--- config.mk ---
export PLATFORM = sky130hd
export DESIGN_NAME = seq_divider_8by4
export DESIGN_NICKNAME = d
export VERILOG_FILES = /design/src/rtl/seq_divider_pkg.sv /design/src/rtl/seq_divider_8by4_div_step_stage.sv /design/src/rtl/seq_divider_8by4.sv
export SDC_FILE = /design/constraint.sdc
export NUM_CORES = 1
export LEC_CHECK = 0
export ABC_AREA = 1
export BUFFER_PORTS_ARGS = -buffer_cell sky130_fd_sc_hd__buf_2
export CORE_MARGIN = 2
export CORE_UTILIZATION = 55
export CTS_CLUSTER_SIZE = 14
export DETAILED_ROUTE_END_ITERATION = 7
export GPL_TIMING_DRIVEN = 0
export PLACE_DENSITY_LB_ADDON = 0.08
export SYNTH_ARGS = -nofsm -noshare
export SYNTH_HDL_FRONTEND = slang
export SYNTH_SLANG_ARGS = --single-unit
--- constraint.sdc ---
create_clock -name clk -period 2.05 [get_ports clk]
set_input_delay 0.1025 -clock clk [delete_from_list [all_inputs] [get_ports clk]]
set_output_delay 0.1025 -clock clk [all_outputs]
set_load 0.005 [all_outputs]
--- src/rtl/seq_divider_pkg.sv ---
// Shared types and default widths for the sequential restoring divider.
package seq_divider_pkg;

  localparam int DIVIDEND_W_DEF = 8;
  localparam int DIVISOR_W_DEF  = 4;
  localparam int COUNT_W        = $clog2(DIVIDEND_W_DEF + 1);

  typedef enum logic [1:0] {
    IDLE,
    RUN,
    DONE
  } div_state_t;

endpackage

--- src/rtl/seq_divider_8by4_div_step_stage.sv ---
// One restoring-division iteration: shift in a dividend bit, trial-subtract, keep or restore.
// Purely combinational; no handshake.
module div_step_stage
  import seq_divider_pkg::*;
#(
  parameter int DIVISOR_W = DIVISOR_W_DEF
) (
  input  logic [DIVISOR_W:0]   rem_in,
  input  logic                 bit_in,
  input  logic [DIVISOR_W-1:0] divisor,
  output logic [DIVISOR_W:0]   rem_out,
  output logic                 q_bit
);

  logic [DIVISOR_W+1:0] shifted;

  // The difference is always below the divisor, so the low DIVISOR_W+1 bits hold it exactly.
  always_comb begin
    shifted = {rem_in, bit_in};
    q_bit   = (shifted >= {2'b00, divisor});
    rem_out = q_bit ? (shifted[DIVISOR_W:0] - {1'b0, divisor}) : shifted[DIVISOR_W:0];
  end

endmodule

--- src/rtl/seq_divider_8by4.sv ---
// Restoring divider, one quotient bit per clk: done at E9, or E1 for divide-by-zero / small dividend (SEQ_DIVIDER_EARLY_EXIT_EN).
// start is honoured only while ready=1; requests while busy are dropped, not queued.
module seq_divider_8by4
  import seq_divider_pkg::*;
#(
  parameter int DIVIDEND_W = DIVIDEND_W_DEF,
  parameter int DIVISOR_W  = DIVISOR_W_DEF
) (
  input  logic                  clk,
  input  logic                  rst_n,
  input  logic                  start,
  input  logic [DIVIDEND_W-1:0] dividend,
  input  logic [DIVISOR_W-1:0]  divisor,
  output logic                  ready,
  output logic                  done,
  output logic [DIVIDEND_W-1:0] quotient,
  output logic [DIVISOR_W-1:0]  remainder,
  output logic                  div_by_zero
);

  localparam int CNT_W = $clog2(DIVIDEND_W + 1);

  div_state_t            state;
  logic [CNT_W-1:0]      count;
  logic [DIVIDEND_W-1:0] work;
  logic [DIVISOR_W-1:0]  dvsr;
  logic [DIVISOR_W:0]    prem;
  logic [DIVISOR_W:0]    step_rem;
  logic                  step_q;

  div_step_stage #(
    .DIVISOR_W(DIVISOR_W)
  ) u_step (
    .rem_in (prem),
    .bit_in (work[DIVIDEND_W-1]),
    .divisor(dvsr),
    .rem_out(step_rem),
    .q_bit  (step_q)
  );

  always_ff @(posedge clk) begin
    if (!rst_n) begin
      state       <= IDLE;
      count       <= '0;
      work        <= '0;
      dvsr        <= '0;
      prem        <= '0;
      ready       <= 1'b1;
      done        <= 1'b0;
      quotient    <= '0;
      remainder   <= '0;
      div_by_zero <= 1'b0;
    end else begin
      case (state)
        IDLE: begin
          if (start) begin
            work        <= dividend;
            dvsr        <= divisor;
            prem        <= '0;
            count       <= '0;
            ready       <= 1'b0;
            div_by_zero <= 1'b0;
            if (divisor == '0) begin
              quotient    <= '1;
              remainder   <= dividend[DIVISOR_W-1:0];
              div_by_zero <= 1'b1;
              state       <= DONE;
`ifdef SEQ_DIVIDER_EARLY_EXIT_EN
            end else if (dividend < {{(DIVIDEND_W-DIVISOR_W){1'b0}}, divisor}) begin
              quotient  <= '0;
              remainder <= dividend[DIVISOR_W-1:0];
              state     <= DONE;
`endif
            end else begin
              state <= RUN;
            end
          end
        end
        RUN: begin
          // Quotient bits enter at the LSB as dividend bits leave the MSB.
          work  <= {work[DIVIDEND_W-2:0], step_q};
          prem  <= step_rem;
          count <= count + CNT_W'(1);
          if (count == CNT_W'(DIVIDEND_W - 1)) begin
            quotient  <= {work[DIVIDEND_W-2:0], step_q};
            remainder <= step_rem[DIVISOR_W-1:0];
            state     <= DONE;
          end
        end
        DONE: begin
          if (!done) begin
            done <= 1'b1;
          end else begin
            done  <= 1'b0;
            ready <= 1'b1;
            state <= IDLE;
          end
        end
        default: begin
          state <= IDLE;
          ready <= 1'b1;
          done  <= 1'b0;
        end
      endcase
    end
  end

endmodule

# Word level (Yosys, flattened, before mapping)

Cells that the tools add are included.

Bits in registers: 38
Bits in latches: 0
Memory bits (writable): 0
ROM bits: 0
Input bits: 15
Output and inout port bits: 15
Word-level logic and storage cells: 56
Memories kept: 0

Add/sub/neg operators: 2
Multipliers: 0
Divide/modulo/power cells: 0
Order comparisons: 1
Equality and inequality tests: 7
Shifts and indexed selects: 0
Muxes and demuxes: 26
Bitwise logic cells: 1
Reductions and logical operators: 9

Operators with widths:

| cell                                          | number |
|---|---|
| 2-to-1 mux 8 bit                              | 4 |
| case mux 8 bit (2 select lines)               | 2 |
| 2-to-1 mux 4 bit                              | 4 |
| case mux 4 bit (2 select lines)               | 2 |
| 2-to-1 mux 5 bit                              | 2 |
| case mux 5 bit (2 select lines)               | 1 |
| 2-to-1 mux 2 bit                              | 4 |
| != test 2 bit, second input constant          | 4 |
| >= comparator 6 x 4 -> 1 bit                  | 1 |
| case mux 2 bit (3 select lines)               | 1 |
| AND reduction 3 bit                           | 2 |
| subtractor 5 x 4 -> 5 bit                     | 1 |
| adder 4 x 1 -> 4 bit, second input constant   | 1 |
| == test 4 x 3 -> 1 bit, second input constant | 1 |
| logical NOT 4 bit                             | 1 |
| 2-to-1 mux 1 bit                              | 4 |
| AND reduction 2 bit                           | 2 |
| AND reduction 4 bit                           | 1 |
| case mux 1 bit (3 select lines)               | 1 |
| == test 2 x 1 -> 1 bit, second input constant | 1 |
| == test 2 bit, second input constant          | 1 |
| logical NOT 2 bit                             | 1 |
| case mux 1 bit (2 select lines)               | 1 |
| nonzero test 2 bit                            | 1 |
| other kinds (2)                               | 2 |

# Depth between registers and ports, before layout

Depth in word-level cells: 4
Gate-level depth with buffers: 12

# Hierarchy

From an unflattened synthesis, not the netlist that was laid out.

Cell total of the unflattened synthesis: 282
Area total of the unflattened synthesis: 1923.1 µm²

By module, submodules not included:

| module           | times used | cells each | area an instance (µm²) | sequential area each (µm²) |
|---|---|---|---|---|
| seq_divider_8by4 | 1          | 237        | 1637.8                 | 760.7 |
| div_step_stage   | 1          | 45         | 285.3                  | 0.0 |

# Worst setup path before layout

No wires, ideal clock.

Kind: reg-to-reg
Start: register work[7]
End: register prem[1]
Setup time: 109 ps
Arrival time: 1536 ps
Data required time: 1941 ps
Setup slack: 405 ps
Stages on the path, launching flop included: 13
Period minus slack after synthesis: 1645 ps
Path through: dfxtp_1 -> inv_1 -> ha_1 -> inv_1 -> fa_1 -> nand2_1 -> nand2_1 -> nand2_1 -> a21oi_4 -> nand2_1 -> nand3_1 -> nand2_1 -> inv_1

Word-level cells in the longest chain between the ends: 3
Elaborated cells between the ends (all ways): 4
Classes of those cells: add/sub: 1; order compare: 1; mux: 2

Ends and longest elaborated chain:

| what                                                                             | RTL line                                                                     | RTL |
|---|---|---|
| start, declared                                                                  | seq_divider_8by4.sv:25                                                       | `logic [DIVIDEND_W-1:0] work;` |
| start signal, assigned                                                           | seq_divider_8by4.sv:57                                                       | `work <= dividend;` |
| start signal, assigned                                                           | seq_divider_8by4.sv:81                                                       | `work <= {work[DIVIDEND_W-2:0], step_q};` |
| subtractor 5 x 4 -> 5 bit / >= comparator 6 x 4 -> 1 bit (equally long branches) | seq_divider_8by4_div_step_stage.sv:21, seq_divider_8by4_div_step_stage.sv:20 |  |
| 2-to-1 mux 5 bit (*)                                                             | seq_divider_8by4_div_step_stage.sv:21                                        | `rem_out = q_bit ? (shifted[DIVISOR_W:0] - {1'b0, divisor}) : shifted[DIVISOR_W:0];` |
| case mux 5 bit (2 select lines) (*)                                              | seq_divider_8by4.sv:54                                                       | `case (state)` |
| end signal, assigned                                                             | seq_divider_8by4.sv:82                                                       | `prem <= step_rem;` |
| end, declared                                                                    | seq_divider_8by4.sv:27                                                       | `logic [DIVISOR_W:0] prem;` |

Every way passes the cells marked *; elsewhere a longest branch is shown, timed or not.
A chain may end at the register's enable or synchronous reset.

# Final worst setup path

Start: register work[7]
End: register remainder[0]

Word-level cells in the longest chain between the ends: 4
Elaborated cells between the ends (all ways): 5
Classes of those cells: add/sub: 1; order compare: 1; mux: 3

Ends and longest elaborated chain:

| what                                                                             | RTL line                                                                     | RTL |
|---|---|---|
| subtractor 5 x 4 -> 5 bit / >= comparator 6 x 4 -> 1 bit (equally long branches) | seq_divider_8by4_div_step_stage.sv:21, seq_divider_8by4_div_step_stage.sv:20 |  |
| 2-to-1 mux 5 bit (*)                                                             | seq_divider_8by4_div_step_stage.sv:21                                        |  |
| 2-to-1 mux 4 bit (*)                                                             | seq_divider_8by4.sv:84                                                       | `if (count == CNT_W'(DIVIDEND_W - 1)) begin` |
| case mux 4 bit (2 select lines) (*)                                              | seq_divider_8by4.sv:54                                                       |  |
| end signal, assigned                                                             | seq_divider_8by4.sv:65                                                       | `remainder <= dividend[DIVISOR_W-1:0];` |
| end signal, assigned                                                             | seq_divider_8by4.sv:86                                                       | `remainder <= step_rem[DIVISOR_W-1:0];` |
| end, declared                                                                    | seq_divider_8by4.sv:17                                                       | `output logic [DIVISOR_W-1:0] remainder,` |

Every way passes the cells marked *; elsewhere a longest branch is shown, timed or not. The select of a mux whose other input is x is not followed.

==> results by group <==
STA
  • Hold_ws: 0.0224 ns
  • Hold Fails Final Rpt: 0
  • Worst Tran Pin Value: 0.476 ns
  • Peak Freq: 531 MHz
  • Final period utilization: 91.9%
  • Slew headroom: 68.3%
  • Tmin final: 1.88 ns
  • Final worst slack: 0.167 ns
  • Final Setup Violations: 0
  • Slew Limit Fails: 0
  • Unrepaired setup endpoints after global routing: no
  • Worst Skew: 0.00593 ns
  • TNS Setup: 0 ns

Worst hold path
  • Hold Path Depth: 3
  • Worst hold-check path type: in -> reg

Cells and area
  • Layout cell share with drive strength beyond 1: 19.9%
  • Post-route cell area: 2120 µm²
  • Final nets: 302
  • FF+latch area: 761 µm²
  • ANT cells: 0
  • Area Growth Syn to Fin: 14.4%
  • # fillers: 329
  • Area of the multi-input gates: 913 µm²

Logic synthesis
  • Syn Inst Count: 245
  • Top_reg_cell synth: dfxtp_1
  • Post-synth EDFFs: 0
  • Post-synth top cells: nand2_1 (48), dfxtp_1 (38), inv_1 (28), a21oi_1 (26), nor2_1 (24)
  • Syn Std Cell Area: 1850 µm²
  • Flops & latches, synth: 38
  • Synth Warn #: 0
  • Async S/R FF share, synth: 0%
  • Area share of the largest cell type after synthesis: 41.1%
  • Netlist cell types: 29
  • Fraction of the yosys area taken by sequential cells: 41.1%
  • Avg Cell Area, Syn: 7.55 µm²
  • Top-count cell post-synth: nand2_1
  • Ranking of synthesized cells by area: dfxtp_1 (41%), nand2_1 (9.7%), a21oi_1 (7.0%), inv_1 (5.7%), nor2_1 (4.9%)
  • Syn nets: 266
  • Cell taking the most area after synthesis: dfxtp_1

Setup path
  • WP buf/inv: 3
  • Crit path from: work[7]$_SDFFE_PN0P_
  • Critical Path RT: 2.31 ns
  • Critical path endpoint category: register
  • Crit start category: register
  • Slowest cell on crit path: fa_1
  • Crit path DAT: 2.14 ns
  • Levels on crit path: 12
  • R2R cell count: 12
  • Crit path max fanout: 7
  • Worst reg2reg startpoint: work[7]$_SDFFE_PN0P_
  • CP endpoint: remainder[0]$_SDFFE_PN0P_
  • Max incr delay on CP: 0.40 ns
  • Setup slack, reg-to-reg: 0.17 ns
  • FF-to-FF End: remainder[0]$_SDFFE_PN0P_
  • Critical Path, Cell by Cell: inv_1, ha_1, inv_1, fa_1, nand2_1, nand2_1, nand2_1, a21oi_4, nand2_1, nand3_1, nand2_1, inv_1
  • Kind of cell adding the most delay to the critical path: simple AND/OR/NAND/NOR gates
  • CP most frequent cell: nand2_1
  • Setup CP Type: reg -> reg

Clock network
  • Clock latency on the worst-skew pair: 0.34 ns
  • CTS HTree Levels: 2
  • Post-CTS Resized: 0
  • Clk pin slew, worst setup/hold paths: 0.12 ns
  • CTS tree: yes
  • Postcts setup bufs: 0
  • Hold Buf Count CTS: 0
  • Clk sinks: 38
  • CTS Buf Count: 5
  • CTS Root Buffer Type: clkbuf_4
  • Clk buf depth: 2

Placed design
  • Placed cell area: 2050 µm²
  • Pre-CTS WS: 0.170 ns
  • Post-DP HPWL: 2.94 mm
  • GP Congestion: 0.860
  • I/O Buffers: 29

Floorplanning
  • Die H: 62.0 µm
  • DIE AREA: 3840 µm²
  • Die width: 62.0 µm
  • I/O pins: 30
  • Core Box Area: 3280 µm²
  • Rows: 21
  • Initial Util: 56.3%

Routing
  • Via count: 1638
  • Drt via density: 4.99
  • DRT iter0 DRCs: 89
  • WL/cell: 11.8 µm
  • Pre-antenna DRT Iters: 4
  • Antenna-violating nets left: 0
  • DRT Wirelength: 3.87 mm
  • Remaining DRCs: 0

GRT
  • Overflow after GRT: 0
  • Number of global-route vias before repair: 1462
  • First-pass GRT wire length: 6.32 mm
  • Pin count of the biggest net entering global routing: 13
  • GRT Util Overall: 22.8%
  • Antenna violations before repair: 0

Power
  • PwrDens: 862 nW/µm²
  • Maximum VDD drop: 0.568 mV
  • Leakage power: 1.05 nW

Flow run
  • Max Cap Viol: 0

Outcome
  • Outcome: finished, final reports clean
-- layer usage --
layer	part of all wire, %	vias to the layer above	track usage [%]
li1	-	868	-
met5	0	-	0
met4	2.0	0	10.3
met2	48	35	36.8
met1	45	727	28.1
met3	4.4	8	6.83
-- registers in the layout, indices dropped and copies added (netlist names) --
signal	count
quotient	8
done	1
remainder	4
state	2
work	8
prem	5
count	4
ready	1
div_by_zero	1
dvsr	4
-- final cells by class --
type,count,share of cell area [%]
multi-input cells,166,43.1
flip-flops and latches,38,35.9
repair buffers,29,6.86
inverters,32,5.79
well taps,46,2.72
plain buffers,9,2.54
clock buffers,6,2.42
clock inverters,2,0.591
-- cells by family (layout without fill, tap and decap cells) --
kind of cell / count (synthesis) / after routing / share of synthesized area [%]
simple gates: 103 / 103 / 26.4
xor+xnor: 3 / 3 / 1.42
fa+ha+maj: 6 / 6 / 4.46
compound gates: 54 / 54 / 17.0
flops: 38 / 38 / 41.1
buf+inv: 41 / 78 / 9.53
-- power breakdown --
part           switching [mW]  internal (mW)  total, mW
registers              0.0500          0.825      0.875
logic                   0.327          0.210      0.537
clock network           0.249          0.165      0.414
-- tightest hold or removal path, stage by stage --
cell and delay [ns]:
buf_2 0.09, o21ai_0 0.08, nor2_1 0.07
-- per-stage QoR --
step | instances | util, % | power [mW]
final | 328 | 64.5 | 1.83
after global routing | 328 | 64.5 | 1.96
after CTS | 328 | 64.5 | 1.84
after detailed placement | 320 | 62.5 | 1.43
after global placement | 320 | 62.5 | 1.42
after floorplan | 245 | - | 1.29
-- cell usage in the layout, fill, tap and decap left out, drive strengths merged, types with 4 or more instances in the layout --
| cell | n |
|---|---|
| nand4 | 4 |
| nand2 | 51 |
| nor2 | 25 |
| nand3 | 15 |
| buf | 36 |
| ha | 5 |
| inv | 31 |
| clkbuf | 8 |
| or2 | 7 |
| a21oi | 27 |
| o21ai | 16 |
| o211a | 4 |
| dfxtp | 38 |
-- how the worst min path moves through the flow --
stage,start,end,slack [ns]
3_5_place_dp,divisor[0],dvsr[0]$_SDFFE_PN0P_,0.38
5_1_grt,dividend[2],work[2]$_SDFFE_PN0P_,0.05
6_report,divisor[0],dvsr[0]$_SDFFE_PN0P_,0.02
4_1_cts,divisor[0],dvsr[0]$_SDFFE_PN0P_,0.02
3_3_place_gp,divisor[0],dvsr[0]$_SDFFE_PN0P_,0.37
2_1_floorplan,divisor[0],dvsr[0]$_SDFFE_PN0P_,0.27
Note: power is estimated with default switching activity, not from simulation.
